File: src/rtl/multdiv_pkg.sv
// multdiv_pkg: shared constants for the sequential multiply/divide unit (multdiv_seq).
// Holds the state encodings, operation codes, the default iteration count and INT_MIN.
package multdiv_pkg;

    localparam int DATA_W_DEF = 32;
    localparam int ITER       = DATA_W_DEF;

    localparam logic [DATA_W_DEF-1:0] INT_MIN = 32'h8000_0000;

    typedef logic [2:0] state_t;

    localparam state_t S_IDLE = 3'd0;
    localparam state_t S_MUL  = 3'd1;
    localparam state_t S_DIV  = 3'd2;
    localparam state_t S_FIX  = 3'd3;
    localparam state_t S_DONE = 3'd4;

    localparam logic OP_MUL = 1'b0;
    localparam logic OP_DIV = 1'b1;

endpackage

File: src/rtl/multdiv_addsub.sv
// multdiv_addsub: combinational W-bit adder/subtractor; sub_i inverts b_i and injects a carry-in.
// Shared by the Booth add/subtract step and the restoring-division trial subtract.
module multdiv_addsub #(
    parameter int W = 33
) (
    input  logic [W-1:0] a_i,
    input  logic [W-1:0] b_i,
    input  logic         sub_i,
    output logic [W-1:0] sum_o
);

    logic [W-1:0] b_eff;

    assign b_eff = b_i ^ {W{sub_i}};
    assign sum_o = a_i + b_eff + {{(W-1){1'b0}}, sub_i};

endmodule

File: src/rtl/multdiv_seq.sv
// multdiv_seq: multi-cycle signed multiply (radix-2 Booth) / divide (restoring) unit with a one-cycle ready pulse.
// Optional MULTDIV_EARLY_EXIT_EN: zero-operand operations skip the iterations and complete one edge after start.
module multdiv_seq
    import multdiv_pkg::*;
#(
    parameter int DATA_W = ITER
) (
    input  logic              clock,
    input  logic              reset,
    input  logic [DATA_W-1:0] data_operandA,
    input  logic [DATA_W-1:0] data_operandB,
    input  logic              ctrl_MULT,
    input  logic              ctrl_DIV,
    output logic [DATA_W-1:0] data_result,
    output logic              data_exception,
    output logic              data_resultRDY
);

    localparam int               CNT_W    = (DATA_W > 1) ? $clog2(DATA_W) : 1;
    localparam logic [CNT_W-1:0] CNT_LAST = CNT_W'(DATA_W - 1);
    localparam logic [DATA_W-1:0] MIN_NEG = {1'b1, {(DATA_W-1){1'b0}}};

    state_t            state_q, state_d;
    logic [CNT_W-1:0]  count_q, count_d;
    logic [DATA_W:0]   acc_q, acc_d;
    logic [DATA_W-1:0] q_q, q_d;
    logic [DATA_W-1:0] m_q, m_d;
    logic              qm1_q, qm1_d;
    logic              op_q, op_d;
    logic              neg_q, neg_d;
    logic              err_q, err_d;
    logic [DATA_W-1:0] result_q, result_d;
    logic              exc_q, exc_d;
    logic              rdy_q, rdy_d;

    logic              start;
    logic [DATA_W-1:0] abs_a, abs_b;
    logic [DATA_W:0]   div_shift;
    logic [DATA_W:0]   as_a, as_b, as_sum;
    logic              as_sub;

    assign start     = ctrl_MULT | ctrl_DIV;
    assign abs_a     = data_operandA[DATA_W-1] ? -data_operandA : data_operandA;
    assign abs_b     = data_operandB[DATA_W-1] ? -data_operandB : data_operandB;
    assign div_shift = {acc_q[DATA_W-1:0], q_q[DATA_W-1]};

    // Booth uses {q[0], q-1} to pick +M / -M / nothing; division always trial-subtracts the divisor.
    always_comb begin
        as_a   = acc_q;
        as_b   = '0;
        as_sub = 1'b0;
        if (op_q == OP_DIV) begin
            as_a   = div_shift;
            as_b   = {1'b0, m_q};
            as_sub = 1'b1;
        end else begin
            case ({q_q[0], qm1_q})
                2'b01: as_b = {m_q[DATA_W-1], m_q};
                2'b10: begin
                    as_b   = {m_q[DATA_W-1], m_q};
                    as_sub = 1'b1;
                end
                default: ;
            endcase
        end
    end

    multdiv_addsub #(
        .W(DATA_W + 1)
    ) u_addsub (
        .a_i  (as_a),
        .b_i  (as_b),
        .sub_i(as_sub),
        .sum_o(as_sum)
    );

    always_comb begin
        state_d  = state_q;
        count_d  = count_q;
        acc_d    = acc_q;
        q_d      = q_q;
        m_d      = m_q;
        qm1_d    = qm1_q;
        op_d     = op_q;
        neg_d    = neg_q;
        err_d    = err_q;
        result_d = result_q;
        exc_d    = exc_q;
        rdy_d    = 1'b0;

        if (start) begin
            // A start in any state restarts from scratch; an op in flight is dropped without ready.
            count_d = '0;
            acc_d   = '0;
            qm1_d   = 1'b0;
            op_d    = ctrl_MULT ? OP_MUL : OP_DIV;
            neg_d   = data_operandA[DATA_W-1] ^ data_operandB[DATA_W-1];
            err_d   = (data_operandB == '0) ||
                      ((data_operandA == MIN_NEG) && (data_operandB == '1));
            if (ctrl_MULT) begin
                q_d     = data_operandB;
                m_d     = data_operandA;
                state_d = S_MUL;
            end else begin
                q_d     = abs_a;
                m_d     = abs_b;
                state_d = S_DIV;
            end
`ifdef MULTDIV_EARLY_EXIT_EN
            if ((data_operandA == '0) || (data_operandB == '0)) begin
                state_d  = S_DONE;
                result_d = '0;
                exc_d    = ~ctrl_MULT & (data_operandB == '0);
            end
`endif
        end else begin
            case (state_q)
                S_MUL: begin
                    acc_d   = {as_sum[DATA_W], as_sum[DATA_W:1]};
                    q_d     = {as_sum[0], q_q[DATA_W-1:1]};
                    qm1_d   = q_q[0];
                    count_d = count_q + 1'b1;
                    if (count_q == CNT_LAST) state_d = S_FIX;
                end
                S_DIV: begin
                    if (as_sum[DATA_W]) begin
                        acc_d = div_shift;
                        q_d   = {q_q[DATA_W-2:0], 1'b0};
                    end else begin
                        acc_d = as_sum;
                        q_d   = {q_q[DATA_W-2:0], 1'b1};
                    end
                    count_d = count_q + 1'b1;
                    if (count_q == CNT_LAST) state_d = S_FIX;
                end
                S_FIX: begin
                    if (op_q == OP_MUL) begin
                        result_d = q_q;
                        exc_d    = (acc_q != {(DATA_W+1){q_q[DATA_W-1]}});
                    end else if (err_q) begin
                        result_d = '0;
                        exc_d    = 1'b1;
                    end else begin
                        result_d = neg_q ? -q_q : q_q;
                        exc_d    = 1'b0;
                    end
                    state_d = S_DONE;
                end
                S_DONE: begin
                    rdy_d   = 1'b1;
                    state_d = S_IDLE;
                end
                default: state_d = S_IDLE;
            endcase
        end
    end

    always_ff @(posedge clock or negedge reset) begin
        if (!reset) begin
            state_q  <= S_IDLE;
            count_q  <= '0;
            acc_q    <= '0;
            q_q      <= '0;
            m_q      <= '0;
            qm1_q    <= 1'b0;
            op_q     <= OP_MUL;
            neg_q    <= 1'b0;
            err_q    <= 1'b0;
            result_q <= '0;
            exc_q    <= 1'b0;
            rdy_q    <= 1'b0;
        end else begin
            state_q  <= state_d;
            count_q  <= count_d;
            acc_q    <= acc_d;
            q_q      <= q_d;
            m_q      <= m_d;
            qm1_q    <= qm1_d;
            op_q     <= op_d;
            neg_q    <= neg_d;
            err_q    <= err_d;
            result_q <= result_d;
            exc_q    <= exc_d;
            rdy_q    <= rdy_d;
        end
    end

    assign data_result    = result_q;
    assign data_exception = exc_q;
    assign data_resultRDY = rdy_q;

endmodule

File: config.mk
export PLATFORM = sky130hd
export DESIGN_NAME = multdiv_seq
export DESIGN_NICKNAME = d
export VERILOG_FILES = /design/src/rtl/multdiv_pkg.sv /design/src/rtl/multdiv_addsub.sv /design/src/rtl/multdiv_seq.sv
export SDC_FILE = /design/constraint.sdc
export NUM_CORES = 1
export LEC_CHECK = 0
export BUFFER_PORTS_ARGS = -buffer_cell sky130_fd_sc_hd__clkbuf_2
export CORE_UTILIZATION = 40
export CTS_CLUSTER_DIAMETER = 60
export DETAILED_ROUTE_END_ITERATION = 10
export SLEW_MARGIN = 20
export SYNTH_ARGS = -nofsm -noshare
export SYNTH_HDL_FRONTEND = slang
export SYNTH_HIERARCHICAL = 1
export SYNTH_SLANG_ARGS = --single-unit
File: constraint.sdc
create_clock -name clock -period 5.7 [get_ports clock]
set_input_delay 0.57 -clock clock [delete_from_list [all_inputs] [get_ports clock]]
set_output_delay 0.57 -clock clock [all_outputs]
set_load 0.005 [all_outputs]
# Yosys cells after proc, flatten, opt, wreduce, memory -nomap -nowiden

Index checks and enable logic that the tools add are counted.

Register bits after elaboration: 143
Input port bits: 68
Output and inout port bits: 34
Logic and storage cells: 73

$add $sub $neg: 6
Eq/ne operators: 11
Multiplexer cells: 31
Bitwise gates (word level): 4
Reductions and logical operators: 9

Operators with widths:

| kind                   | number |
|---|---|
| $mux W32               | 8 |
| $mux W33               | 5 |
| $neg A32 Y32           | 3 |
| $pmux W33 S2           | 1 |
| $eq A32 B32 Y1 const B | 2 |
| $pmux W32 S2           | 1 |
| $add A33 B1 Y33        | 1 |
| $add A33 B33 Y33       | 1 |
| $ne A33 B33 Y1         | 1 |
| $xor A33 B33 Y33       | 1 |
| $logic_not A32 Y1      | 1 |
| $mux W1                | 10 |
| $mux W5                | 2 |
| $eq A3 B2 Y1 const B   | 2 |
| $mux W3                | 2 |
| $pmux W3 S2            | 1 |
| $add A5 B1 Y5 const B  | 1 |
| $eq A5 B5 Y1 const B   | 1 |
| $reduce_bool A2 Y1     | 2 |
| $reduce_or A2 Y1       | 2 |
| $eq A3 B1 Y1 const B   | 1 |
| $eq A3 B3 Y1 const B   | 1 |
| $ne A3 B1 Y1 const B   | 1 |
| $reduce_bool A3 Y1     | 1 |
| 9 further kinds        | 9 |

# Longest topological paths before layout

Gate-level depths: netlist of the first run.

Depth after elaboration: 10
Gate-level depth with buffers: 22

# Cells and area by module

The synthesis of the first run kept the hierarchy.

By module, submodules not included:

| module         | instances | cells an instance | area each (um2) | seq. area each (um2) |
|---|---|---|---|---|
| multdiv_seq    | 1         | 1,252             | 10,385.0        | 3,578.4 |
| multdiv_addsub | 1         | 295               | 2,158.3         | 0.0 |

# Worst setup path after synthesis of the first run

Ideal clock, no wire load.

Path kind: reg2reg
From: register op_q
To: register acc_q[22]
Arrival time: 5.123 ns
Setup slack: 0.441 ns
Stages on the path, launching flop included: 22
Path buffers: 6
Period minus slack after synthesis: 5.259 ns
Cells stage by stage: dfrtp_1 > clkbuf_1 > buf_1 > or2_2 > buf_6 > clkbuf_1 > xor2_1 > ha_1 > a21oi_1 > o21ai_0 > or4_1 > o22ai_2 > nand3_1 > a311o_1 > a31oi_1 > xnor2_1 > clkbuf_1 > buf_1 > mux2i_1 > nand2_1 > o211ai_1 > a21oi_1

Cells in the longest elaborated chain, start to end: 7
Elaborated cells between the ends (all ways): 9
Those cells by class: add/sub: 2; mux: 6; bitwise: 1

Ends and longest elaborated chain:

| what                     | line                 | source |
|---|---|---|
| start: declaration       | multdiv_seq.sv:29    | `logic op_q, op_d;` |
| start signal: assignment | multdiv_seq.sv:179   | `op_q <= op_d;` |
| $mux W1 *                | multdiv_seq.sv:52    | `if (op_q == OP_DIV) begin` |
| named net as_sub         | multdiv_seq.sv:40    | `logic as_sub;` |
| $xor A33 B33 Y33         | multdiv_addsub.sv:14 | `assign b_eff = b_i ^ {W{sub_i}};` |
| $add A33 B33 Y33         | multdiv_addsub.sv:15 | `assign sum_o = a_i + b_eff + {{(W-1){1'b0}}, sub_i};` |
| $add A33 B1 Y33 *        | multdiv_addsub.sv:15 |  |
| named net as_sum[32]     | multdiv_seq.sv:39    | `logic [DATA_W:0] as_a, as_b, as_sum;` |
| $mux W33 *               | multdiv_seq.sv:126   | `if (as_sum[DATA_W]) begin` |
| $pmux W33 S2 *           | multdiv_seq.sv:117   | `case (state_q)` |
| $mux W33 *               | multdiv_seq.sv:91    | `if (start) begin` |
| end signal: assignment   | multdiv_seq.sv:162   | `acc_q <= '0;` |
| end signal: assignment   | multdiv_seq.sv:175   | `acc_q <= acc_d;` |
| end: declaration         | multdiv_seq.sv:25    | `logic [DATA_W:0] acc_q, acc_d;` |

The timed path passes the listed nets; every way through them passes the cells marked *.
A chain may end at the register's enable or synchronous reset.

# Worst setup path in the final report of the first run

From: register q_q[0]
To: register acc_q[15]

Cells in the longest elaborated chain, start to end: 10
Elaborated cells between the ends (all ways): 13
Those cells by class: add/sub: 2; eq/ne: 2; mux: 7; bitwise: 1; reduce/logical: 1

Ends and longest elaborated chain:

| what                                         | line                 | source |
|---|---|---|
| start: declaration                           | multdiv_seq.sv:26    | `logic [DATA_W-1:0] q_q, q_d;` |
| start signal: assignment                     | multdiv_seq.sv:176   | `q_q <= q_d;` |
| $eq A2 B2 Y1 or $eq A2 B1 Y1 (tied branches) | multdiv_seq.sv:57    | `case ({q_q[0], qm1_q})` |
| $reduce_or A2 Y1 (no line) *                 | -                    |  |
| $mux W33 *                                   | multdiv_seq.sv:57    |  |
| $mux W33 *                                   | multdiv_seq.sv:52    |  |
| named net as_b[9]                            | multdiv_seq.sv:39    |  |
| $xor A33 B33 Y33 *                           | multdiv_addsub.sv:14 |  |
| $add A33 B33 Y33 *                           | multdiv_addsub.sv:15 |  |
| $add A33 B1 Y33 *                            | multdiv_addsub.sv:15 |  |
| named net as_sum[32]                         | multdiv_seq.sv:39    |  |
| $mux W33 *                                   | multdiv_seq.sv:126   |  |
| $pmux W33 S2 *                               | multdiv_seq.sv:117   |  |
| $mux W33 *                                   | multdiv_seq.sv:91    |  |

Marked as above.

==> results of run 1 <==
==> registers in the layout (all words and copies together), names as in the netlist <==
| name | cells |
|---|---|
| acc_q | 33 |
| count_q | 5 |
| data_exception | 1 |
| data_result | 32 |
| data_resultRDY | 1 |
| err_q | 1 |
| m_q | 32 |
| neg_q | 1 |
| op_q | 1 |
| q_q | 32 |
| qm1_q | 1 |
| state_q | 3 |
==> final cells by class <==
class                           instances  share of cell area, %
Timing Repair Buffer                  119                   4.78
Sequential cell                       143                   26.0
Multi-Input combinational cell       1251                   60.7
Clock inverter                         15                   1.22
Tap cell                              396                   3.59
Clock buffer                           17                   3.09
Inverter                               24                  0.653
==> layer usage <==
layer / routed length, um / vias up / global-route usage (%)
met5: 13 / - / 0
met4: 898 / 2 / 8.30
met3: 3280 / 71 / 4.16
met2: 18100 / 536 / 38.5
met1: 19500 / 5897 / 39.8
li1: - / 5687 / -
==> kinds of logic after synthesis <==
| logic type | share of synthesized area [%] |
|---|---|
| and+or+nand+nor | 21.3 |
| adders and majority gates | 3.95 |
| DFF | 28.5 |
| AOI/OAI and AO/OA | 23.9 |
| xor gates and xnor gates | 9.43 |
| buffers and inverters | 4.93 |
| muxes | 7.98 |
==> placed cells by master (no fill, tap or decap), types with 32 or more instances in the layout <==
cell,n
and2_1,37
xnor2_1,49
nor2_1,69
o31ai_1,38
xor2_1,85
clkbuf_2,99
nor3_1,38
dfrtp_1,143
o211ai_1,40
nand2_1,234
mux2i_1,64
a21oi_1,94
o21ai_0,85
mux2_2,32
ha_1,38
==> worst paths after layout <==
| path | start | endpoint | slack [ps] | cells past startpoint |
|---|---|---|---|---|
| worst max register to register | q_q[0] | acc_q[15] | 610 | 18 |
| max in group asynchronous | reset | q_q[23] | 4090 | 2 |
| min in group clock | data_operandA[1] | m_q[1] | 410 | 3 |
| worst max-delay path | q_q[0] | acc_q[15] | 610 | 18 |
| worst min-delay path | reset | acc_q[10] | 200 | 1 |
| worst min register to register | data_result[14] | data_result[14] | 470 | 2 |
==> where the power goes <==
part | switching (uW) | internal, uW
Clock | 565 | 591
Combinational | 1080 | 738
Sequential | 163 | 1160
Total | 1800 | 2490
==> stage by stage <==
step           hold WS, ps  instances
2_1_floorplan          274       1547
3_3_place_gp           467       1933
3_5_place_dp           468       1933
4_1_cts                243       1965
5_1_grt                295       1965
6_report               199       1965
==> load_flow_metrics.sql, run 1 <==
INSERT INTO impl_metrics (metric_group, metric, value, unit) VALUES
('critical_path', 'worstPathMaxFanout', '24', ''),
('timing', 'rsz0062_at_grt', 'no', ''),
('synth', 'netlist_area', '0.0125', 'sq mm'),
('die', 'die_x', '179', 'um'),
('global_route', 'pin_count_of_the_biggest_net_entering_global_routing', '90', ''),
('status', 'outcome', 'finished with violations', ''),
('finish', 'final_layout_size_suffix_gt1_share', '13.9', '%'),
('die', 'core.rowCount', '64', ''),
('synth', 'synth_most_common_cell', 'nand2_1', ''),
('clock_tree', 'tritoncts_num_sinks', '143', ''),
('place', 'placement.io_buffers', '101', ''),
('clock_tree', 'numCtsBuffers', '17', ''),
('synth', 'asyncSetResetFlopFracSynth', '100', '%'),
('finish', 'final_util', '44.8', '%'),
('route', 'drt_iter0_drc', '1276', ''),
('status', 'violations', 'design-rule violations', ''),
('synth', 'most_used_flip_flop_cell_after_synthesis', 'dfrtp_1', ''),
('global_route', 'grt_first_pass_wirelength', '65500', 'um'),
('clock_tree', 'worst_skew_pair.late_latency', '450', 'ps'),
('critical_path', 'endpoint_kind', 'flip-flop', ''),
('synth', 'synthDominantCellAreaShare', '28.5', '%'),
('critical_path', 'timing.critical_path.arrival', '5390', 'ps'),
('critical_path', 'timing.critical_path.slowest_cell_delay', '490', 'ps'),
('die', 'die_height', '179', 'um'),
('synth', 'synth_cell_type_count', '80', ''),
('timing', 'maxClockFrequency', '196', 'MHz'),
('finish', 'seq_area', '0.00358', 'sq mm'),
('power', 'vdd_drop_max', '0.000212', 'V'),
('timing', 'fin_ws', '605', 'ps'),
('finish', 'multiInputGateArea', '0.00837', 'sq mm'),
('clock_tree', 'postCtsSetupBuffers', '0', ''),
('timing', 'setup_tns', '0', 'ps'),
('route', 'drc_errors', '8', ''),
('route', 'route.vias.total', '12193', ''),
('power', 'p_leak', '0.00583', 'uW'),
('synth', 'synth_edf_count', '0', ''),
('timing', 'final_hold_viol_count', '0', ''),
('timing', 'max_slew.worst_pin.slew', '1080', 'ps'),
('critical_path', 'critPathRequiredTime', '5990', 'ps'),
('critical_path', 'critPathSlowestCell', 'or4_1', ''),
('die', 'fp.dieArea', '0.0321', 'sq mm'),
('synth', 'yosys_register_bits', '143', ''),
('hold_path', 'min_path_type', 'in2async', ''),
('clock_tree', 'cts-root-to-sink-buffers', '2', ''),
('die', 'initial_core_utilization', '40.8', '%'),
('finish', 'finish.net_count', '1663', ''),
('clock_tree', 'clkTransAtPathRegs', '70', 'ps'),
('global_route', 'first_global_vias', '11353', ''),
('critical_path', 'critPathKind', 'reg2reg', ''),
('synth', 'synth.top_cells.by_area', 'dfrtp_1 (29%), nand2_1 (7.0%), xor2_1 (5.9%), mux2i_1 (5.1%), a21oi_1 (3.8%)', ''),
('place', 'post_dp_cell_area', '0.0132', 'sq mm'),
('global_route', 'global_route.usage.total', '26.6', '%'),
('clock_tree', 'cts_tree', 'yes', ''),
('route', 'final_antenna_net_count', '0', ''),
('synth', 'synth_area_leader_cell', 'dfrtp_1', ''),
('timing', 'timing.clock.skew', '14.4', 'ps'),
('critical_path', 'startpoint_type', 'flip-flop', ''),
('timing', 'slew_viol_final', '0', ''),
('critical_path', 'family_with_the_most_delay_on_the_worst_path', 'compound AO/OA/AOI/OAI gates', ''),
('power', 'power.density', '312', 'mW/mm^2'),
('finish', 'diodes_inserted', '0', ''),
('die', 'placeableCoreArea', '0.0307', 'sq mm'),
('place', 'pre_cts_ws', '641', 'ps'),
('synth', 'synthesized_instance_count', '1547', ''),
('synth', 'yosys_warnings', '6', ''),
('clock_tree', 'cts_hold_buffers_added', '0', ''),
('synth', 'syn_area_per_cell', '8.11', 'sq um'),
('critical_path', 'critical_path_cell_sequence', 'ha_1 > nand2b_1 > and2_1 > xor2_1 > ha_1 > a21oi_1 > o21ai_0 > or4_1 > o22ai_2 > nand3_1 > a311o_1 > a31oi_1 > xnor2_2 > buf_12 > mux2i_1 > nand2_1 > o211ai_1 > a21oi_1', ''),
('global_route', 'grt_overflow', '0', ''),
('finish', 'post_route_cell_area', '0.0138', 'sq mm'),
('timing', 'setup_violations', '0', '');
No activity file was read; power rests on OpenSTA's default activity.
==> inputs of run 2 (changes only) <==
Settings changed: CORE_UTILIZATION 40 to 50, PLACE_DENSITY set to 0.71.
==> run 2 against run 1 <==
Effect of this change: the flow now finishes without violations; first-iteration DRC count grew 12%; sequential cell count did not move; highest routed layer unchanged; critical endpoint is now acc_q[6]; count of clock-buffer cells in the layout is 1 higher; critical path depth is the same; sequential share of layout area up 0.18 points; fmax increased by 3.9%; power is 1.1% lower; global-route usage increased by 4.5 points; non-clock buffer count is 4 higher; cell count decreased by 3.5%; worst hold slack lost 190 ps; die area is 20% lower.
==> load_flow_metrics.sql, run 2 (synthesis results as in run 1) <==
INSERT INTO impl_metrics (metric_group, metric, value, unit) VALUES
('finish', 'most-common-layout-cells', 'nand2_1 (234), dfrtp_1 (143), clkbuf_2 (99)', ''),
('critical_path', 'timing.critical_path.slowest_cell_delay', '500', 'ps'),
('timing', 'rsz0062_at_grt', 'no', ''),
('clock_tree', 'post_cts.resized_instances', '0', ''),
('hold_path', 'min_path_type', 'in2async', ''),
('timing', 'final_hold_viol_count', '0', ''),
('timing', 'setup_violations', '0', ''),
('die', 'core.rowCount', '57', ''),
('global_route', 'antenna_found_initial', '2', ''),
('route', 'routed_wire_length_per_instance', '21.2', 'um'),
('timing', 'final_period_demand_of_the_worst_path', '4900', 'ps'),
('global_route', 'grt_overflow', '0', ''),
('global_route', 'met1_usage', '46.1', '%'),
('finish', 'largest_register', 'acc_q', ''),
('critical_path', 'critPathRequiredTime', '5990', 'ps'),
('die', 'fp.dieArea', '0.0257', 'sq mm'),
('place', 'dp_hpwl', '28600', 'um'),
('critical_path', 'critPathSlowestCell', 'or4_1', ''),
('timing', 'slew_viol_final', '0', ''),
('status', 'outcome', 'complete, no violations', ''),
('critical_path', 'critPathKind', 'reg2reg', ''),
('critical_path', 'setup.worst_path.start', 'q_q[0]', ''),
('finish', 'largest_register_ffs', '33', ''),
('place', 'placement.io_buffers', '101', ''),
('critical_path', 'rr_startpoint', 'q_q[0]', ''),
('clock_tree', 'cts_max_level', '4', ''),
('critical_path', 'startpoint_type', 'flip-flop', ''),
('global_route', 'global_route.usage.total', '31.1', '%'),
('finish', 'final_layout_size_suffix_gt1_share', '14.0', '%'),
('route', 'vias_per_cell', '6.60', ''),
('route', 'drt_iter0_drc', '1423', ''),
('clock_tree', 'cts-root-buf', 'clkbuf_16', ''),
('power', 'vdd_drop_max', '0.000148', 'V'),
('timing', 'timing.clock.skew', '10.7', 'ps'),
('global_route', 'pin_count_of_the_biggest_net_entering_global_routing', '97', ''),
('die', 'die_x', '160', 'um'),
('finish', 'most_common_cell_after_layout_fill_and_taps_aside', 'nand2_1', ''),
('clock_tree', 'numCtsBuffers', '17', ''),
('finish', 'syn_to_final_growth', '9.17', '%'),
('global_route', 'first_global_vias', '11310', ''),
('finish', 'fillerInstances', '2288', ''),
('timing', 'max_slew.worst_pin.slew', '1010', 'ps'),
('route', 'drt_first_pass_iters', '7', ''),
('power', 'power.density', '310', 'mW/mm^2'),
('critical_path', 'endpoint_kind', 'flip-flop', ''),
('timing', 'slew_headroom', '32.4', '%'),
('global_route', 'top_usage_layer', 'met1', ''),
('clock_tree', 'worst_skew_pair.late_latency', '440', 'ps'),
('clock_tree', 'clkTransAtPathRegs', '70', 'ps'),
('route', 'route.vias.total', '12512', ''),
('finish', 'finish.net_count', '1667', ''),
('clock_tree', 'cts_hold_buffers_added', '0', ''),
('die', 'die_height', '160', 'um'),
('timing', 'layout_worst_path_cycle_share', '86.0', '%'),
('clock_tree', 'postCtsSetupBuffers', '0', ''),
('route', 'drc_errors', '0', ''),
('global_route', 'gr-usage-met2', '45.6', '%'),
('global_route', 'grt_first_pass_wirelength', '63500', 'um'),
('clock_tree', 'cts-root-to-sink-buffers', '2', ''),
('place', 'gp_congestion', '0.939', ''),
('finish', 'diodes_inserted', '0', ''),
('timing', 'setup_tns', '0', 'ps'),
('power', 'p_leak', '0.00583', 'uW'),
('global_route', 'use_met3', '5.42', '%'),
('critical_path', 'worstPathMaxFanout', '21', ''),
('route', 'final_antenna_net_count', '0', ''),
('die', 'boundaryPins', '102', ''),
('clock_tree', 'tritoncts_num_sinks', '143', ''),
('job', 'drv.max_cap_violation_count', '0', ''),
('critical_path', 'timing.critical_path.arrival', '5200', 'ps'),
('timing', 'finalHoldWorstSlack', '5.34', 'ps'),
('timing', 'maxClockFrequency', '204', 'MHz'),
('die', 'initial_core_utilization', '51.3', '%'),
('die', 'placeableCoreArea', '0.0245', 'sq mm'),
('route', 'routed_wirelength', '40200', 'um'),
('critical_path', 'critical_path_cell_sequence', 'ha_1 > nand2b_1 > and2_1 > xor2_1 > ha_1 > a21oi_1 > o21ai_0 > or4_1 > o22ai_2 > nand3_1 > a311o_1 > a31oi_1 > xnor2_2 > buf_4 > mux2i_1 > nand2_1 > o211ai_1 > a21oi_1', ''),
('clock_tree', 'cts_tree', 'yes', '');
[run 2: final cells by class]
class                      instances  area [sq um]  area share [%]
timing repair buffer             123           677            4.94
multi-input combinational       1251          8370            61.1
clock inverter                    14           140            1.02
clock buffer                      18           429            3.13
inverter                          24          90.1           0.658
sequential                       143          3580            26.1
tap                              324           405            2.96
[run 2: through the flow]
stage	power, uW	instances	worst slack, ps	utilization (%)	cell area (sq um)
final	4250	1897	797	56.0	13700
after global routing	4490	1897	477	56.0	13700
after CTS	4240	1897	832	56.0	13700
after detailed placement	3120	1865	869	53.6	13100
after global placement	3090	1865	1030	53.6	13100
after floorplan	2610	1547	441	-	12500
[run 2: per-layer routing]
| layer | part of all wire (%) | wire, um |
|---|---|---|
| met1 | 44 | 17700 |
| met2 | 43 | 17500 |
| met3 | 9.4 | 3770 |
| met4 | 3.0 | 1210 |
| met5 | 0.027 | 11 |
[run 2: power breakdown]
group          internal (uW)  switching (uW)  leakage [uW]
registers               1160             164       0.00180
clock network            582             534      0.000274
logic                    734            1070       0.00375
[run 2: worst paths after layout]
path | end | slack [ps] | cells past startpoint
worst min register to register | data_result[19] | 470 | 2
worst max-delay path | acc_q[6] | 800 | 18
max in group asynchronous | m_q[7] | 4450 | 2
worst max register to register | acc_q[6] | 800 | 18
worst min-delay path | data_result[18] | 5 | 1
min in group clock | m_q[1] | 420 | 3
[run 2: critical path: cells and delay by family, from the launching register on]
kind | cells | cell delay (ps)
AO/OA/AOI/OAI | 7 | 1410
AND/OR/NAND/NOR | 5 | 1230
adder cells (fa/ha/maj) | 2 | 690
flip-flops | 1 | 480
buffers and inverters | 1 | 380
XOR/XNOR | 2 | 340
multiplexers | 1 | 230
==> inputs of run 3 (changes only) <==
Settings changed: SYNTH_HIERARCHICAL 1 to not set.
==> run 3 against run 2 <==
Effect of this change: clock power is 12% higher; critical path depth is 7 lower; combinational power hardly changed; synthesized cell count is 4.3% lower; register-to-register slack worse by 290 ps; global-route usage is 0.29 points higher; via count is 5.0% lower; fmax is 5.5% lower; largest power group unchanged; highest routed layer is now met4.
==> load_flow_metrics.sql, run 3 <==
INSERT INTO impl_metrics (metric_group, metric, value, unit) VALUES
('global_route', 'pin_count_of_the_biggest_net_entering_global_routing', '98', ''),
('power', 'clockPowerShare', '28.5', '%'),
('critical_path', 'startpoint_type', 'flip-flop', ''),
('power', 'p_sw_share', '40.5', '%'),
('power', 'post-layout-total-power', '4390', 'uW'),
('critical_path', 'endpoint_kind', 'flip-flop', ''),
('clock_tree', 'cts-root-to-sink-buffers', '2', ''),
('clock_tree', 'cts-root-buf', 'clkbuf_16', ''),
('power', 'share_comb_of_total_power', '41.1', '%'),
('die', 'die_x', '156', 'um'),
('finish', 'most_common_cell_after_layout_fill_and_taps_aside', 'nand2_1', ''),
('die', 'die_height', '156', 'um'),
('route', 'route.vias.total', '11886', ''),
('hold_path', 'min_path_type', 'in2async', ''),
('timing', 'layout_worst_path_cycle_share', '91.0', '%'),
('synth', 'most_used_flip_flop_cell_after_synthesis', 'dfrtp_1', ''),
('synth', 'netlist_area', '0.0119', 'sq mm'),
('critical_path', 'critPathRequiredTime', '6030', 'ps'),
('job', 'drv.max_cap_violation_count', '0', ''),
('timing', 'slew_viol_final', '0', ''),
('clock_tree', 'numCtsBuffers', '17', ''),
('place', 'placement.io_buffers', '101', ''),
('power', 'power_report.internal_total', '2610', 'uW'),
('critical_path', 'critical_path_cell_sequence', 'buf_4 > mux2_2 > ha_1 > a21o_1 > a31oi_1 > nand3_1 > a2111oi_1 > or2_2 > a311oi_1 > mux2_1 > a221oi_1', ''),
('finish', 'largest_register', 'acc_q', ''),
('die', 'placeableCoreArea', '0.0234', 'sq mm'),
('synth', 'synth_most_common_cell', 'nand2_1', ''),
('clock_tree', 'post_cts.resized_instances', '0', ''),
('finish', 'finish.net_count', '1616', ''),
('timing', 'timing.clock.skew', '12.1', 'ps'),
('synth', 'ys_seq_area_share', '30.2', '%'),
('global_route', 'global_route.usage.total', '31.4', '%'),
('timing', 'finalHoldWorstSlack', '242', 'ps'),
('finish', 'diodes_inserted', '0', ''),
('critical_path', 'critPathSlowestCell', 'a2111oi_1', ''),
('clock_tree', 'tritoncts_num_sinks', '143', ''),
('status', 'outcome', 'complete, no violations', ''),
('finish', 'syn_to_final_growth', '10.9', '%'),
('critical_path', 'rr_startpoint', 'op_q', ''),
('timing', 'setup_tns', '0', 'ps'),
('synth', 'asyncSetResetFlopFracSynth', '100', '%'),
('power', 'p_leak', '0.00564', 'uW'),
('die', 'core.rowCount', '56', ''),
('clock_tree', 'cts_tree', 'yes', ''),
('clock_tree', 'postCtsSetupBuffers', '0', ''),
('power', 'vdd_drop_max', '0.000177', 'V'),
('route', 'vias_per_cell', '6.46', ''),
('critical_path', 'setup.reg_to_reg.worst_slack', '510', 'ps'),
('synth', 'synth_cell_type_count', '73', ''),
('critical_path', 'crit_path_end', 'acc_q[29]', ''),
('power', 'pwr-share-seq', '30.4', '%'),
('synth', 'yosys_warnings', '0', ''),
('power', 'power.density', '333', 'mW/mm^2'),
('synth', 'synth_area_leader_cell', 'dfrtp_1', ''),
('timing', 'final_hold_viol_count', '0', ''),
('synth', 'yosys_register_bits', '143', ''),
('synth', 'synthDominantCellAreaShare', '30.2', '%'),
('timing', 'setup_violations', '0', ''),
('synth', 'synth_edf_count', '0', ''),
('critical_path', 'timing.critical_path.slowest_cell_delay', '1030', 'ps'),
('global_route', 'antenna_found_initial', '0', ''),
('synth', 'syn_area_per_cell', '8.01', 'sq um'),
('finish', 'most-common-layout-cells', 'nand2_1 (249), dfrtp_1 (143), o21ai_0 (136)', ''),
('timing', 'max_slew.worst_pin.slew', '1130', 'ps'),
('route', 'routed_wire_length_per_instance', '20.7', 'um'),
('critical_path', 'worstPathMaxFanout', '27', ''),
('timing', 'slew_headroom', '24.7', '%'),
('finish', 'final_layout_size_suffix_gt1_share', '13.7', '%'),
('clock_tree', 'cts_max_level', '4', ''),
('die', 'fp.dieArea', '0.0243', 'sq mm'),
('finish', 'fillerInstances', '2238', ''),
('route', 'final_antenna_net_count', '0', ''),
('critical_path', 'setup.worst_path.start', 'op_q', ''),
('critical_path', 'timing.critical_path.arrival', '5520', 'ps'),
('critical_path', 'critical_path.reg2reg.endpoint', 'acc_q[29]', ''),
('timing', 'rsz0062_at_grt', 'no', ''),
('synth', 'syn_nets', '1588', ''),
('clock_tree', 'cts_hold_buffers_added', '0', ''),
('critical_path', 'critPathKind', 'reg2reg', ''),
('synth', 'synth_commonest_cells', 'nand2_1 (249), dfrtp_1 (143), o21ai_0 (136)', ''),
('place', 'gp_congestion', '0.938', ''),
('synth', 'synth.top_cells.by_area', 'dfrtp_1 (30%), nand2_1 (7.9%), xor2_1 (7.4%), o21ai_0 (5.7%), ha_1 (4.0%)', ''),
('finish', 'final_util', '56.2', '%'),
('global_route', 'first_global_vias', '10916', ''),
('clock_tree', 'clkTransAtPathRegs', '70', 'ps'),
('global_route', 'grt_overflow', '0', ''),
('route', 'drt_first_pass_iters', '5', ''),
('clock_tree', 'worst_skew_pair.late_latency', '440', 'ps'),
('die', 'initial_core_utilization', '50.7', '%'),
('die', 'boundaryPins', '102', ''),
('timing', 'maxClockFrequency', '193', 'MHz'),
('critical_path', 'worst_r2r_path_depth', '11', ''),
('place', 'dp_hpwl', '27500', 'um'),
('global_route', 'grt_first_pass_wirelength', '59700', 'um'),
('route', 'routed_wirelength', '38000', 'um'),
('power', 'p_sw', '1780', 'uW'),
('synth', 'synthesized_instance_count', '1481', ''),
('finish', 'largest_register_ffs', '33', ''),
('timing', 'final_period_demand_of_the_worst_path', '5190', 'ps'),
('route', 'drt_iter0_drc', '1228', ''),
('route', 'drc_errors', '0', '');
-- run 3: cell count changes in the layout (fill, tap and decap cells not counted), sizes merged, moves of 14 or more --
cell    delta
a211oi    +21
o22ai     +14
o211ai    -31
a21oi     -35
mux2i     -39
or3       -17
nor2      +27
and2      -29
xor2      +15
o21ai     +40
nand2     +15
nor3      -16
-- run 3: kinds of logic after synthesis --
group                      Yosys count  synth area share, %
AOI/OAI and AO/OA                  441                 24.8
xor gates and xnor gates           151                 11.1
adders and majority gates           39                 4.18
buffers and inverters              129                 4.18
DFF                                143                 30.2
muxes                               60                 5.43
and+or+nand+nor                    518                 20.1
-- run 3: final cells by class --
cell class	instances	area [sq um]	area share, %
multi-input combinational	1209	7820	59.4
clock inverter	14	204	1.55
clock buffer	18	439	3.34
sequential	143	3580	27.2
tap	319	399	3.03
timing repair buffer	120	654	4.97
inverter	18	67.6	0.514
-- run 3: metal layers --
layer  global-route usage [%]  share of wire [%]
met1                     45.1                 45
met2                     48.3                 45
met3                     3.31                7.4
met4                     12.2                3.0
met5                        0                  0
-- run 3: worst max-delay path, delay by kind of cell (launching register included) --
family	cells	cell delay (ps)
flip-flops	1	780
AO/OA/AOI/OAI	5	2190
multiplexers	2	720
adder cells (fa/ha/maj)	1	400
AND/OR/NAND/NOR	2	500
buffers and inverters	1	470
-- run 3: worst min-delay path by stage --
stage                      endpoint  slack [ps]  cells past startpoint
floorplan                  acc_q[0]         270                      0
global placement    data_result[23]         460                      2
detailed placement  data_result[13]         470                      2
CTS                 data_result[27]         290                      1
global route        data_result[30]         310                      1
finish              data_result[26]         240                      1
-- run 3: power by group through the flow --
stage	Sequential [uW]	Clock, uW	Combinational, uW
finish	1330	1250	1800
global route	1350	1290	1980
CTS	1330	1250	1780
detailed placement	1350	0	1770
global placement	1340	0	1740
floorplan	1300	0	1250
-- run 3: through the flow --
step                area (sq um)  instances  worst slack [ps]
finish                     13200       1841               511
global route               13200       1841               325
CTS                        13200       1841               664
detailed placement         12500       1809               685
global placement           12500       1809               788
floorplan                  11900       1481              1450
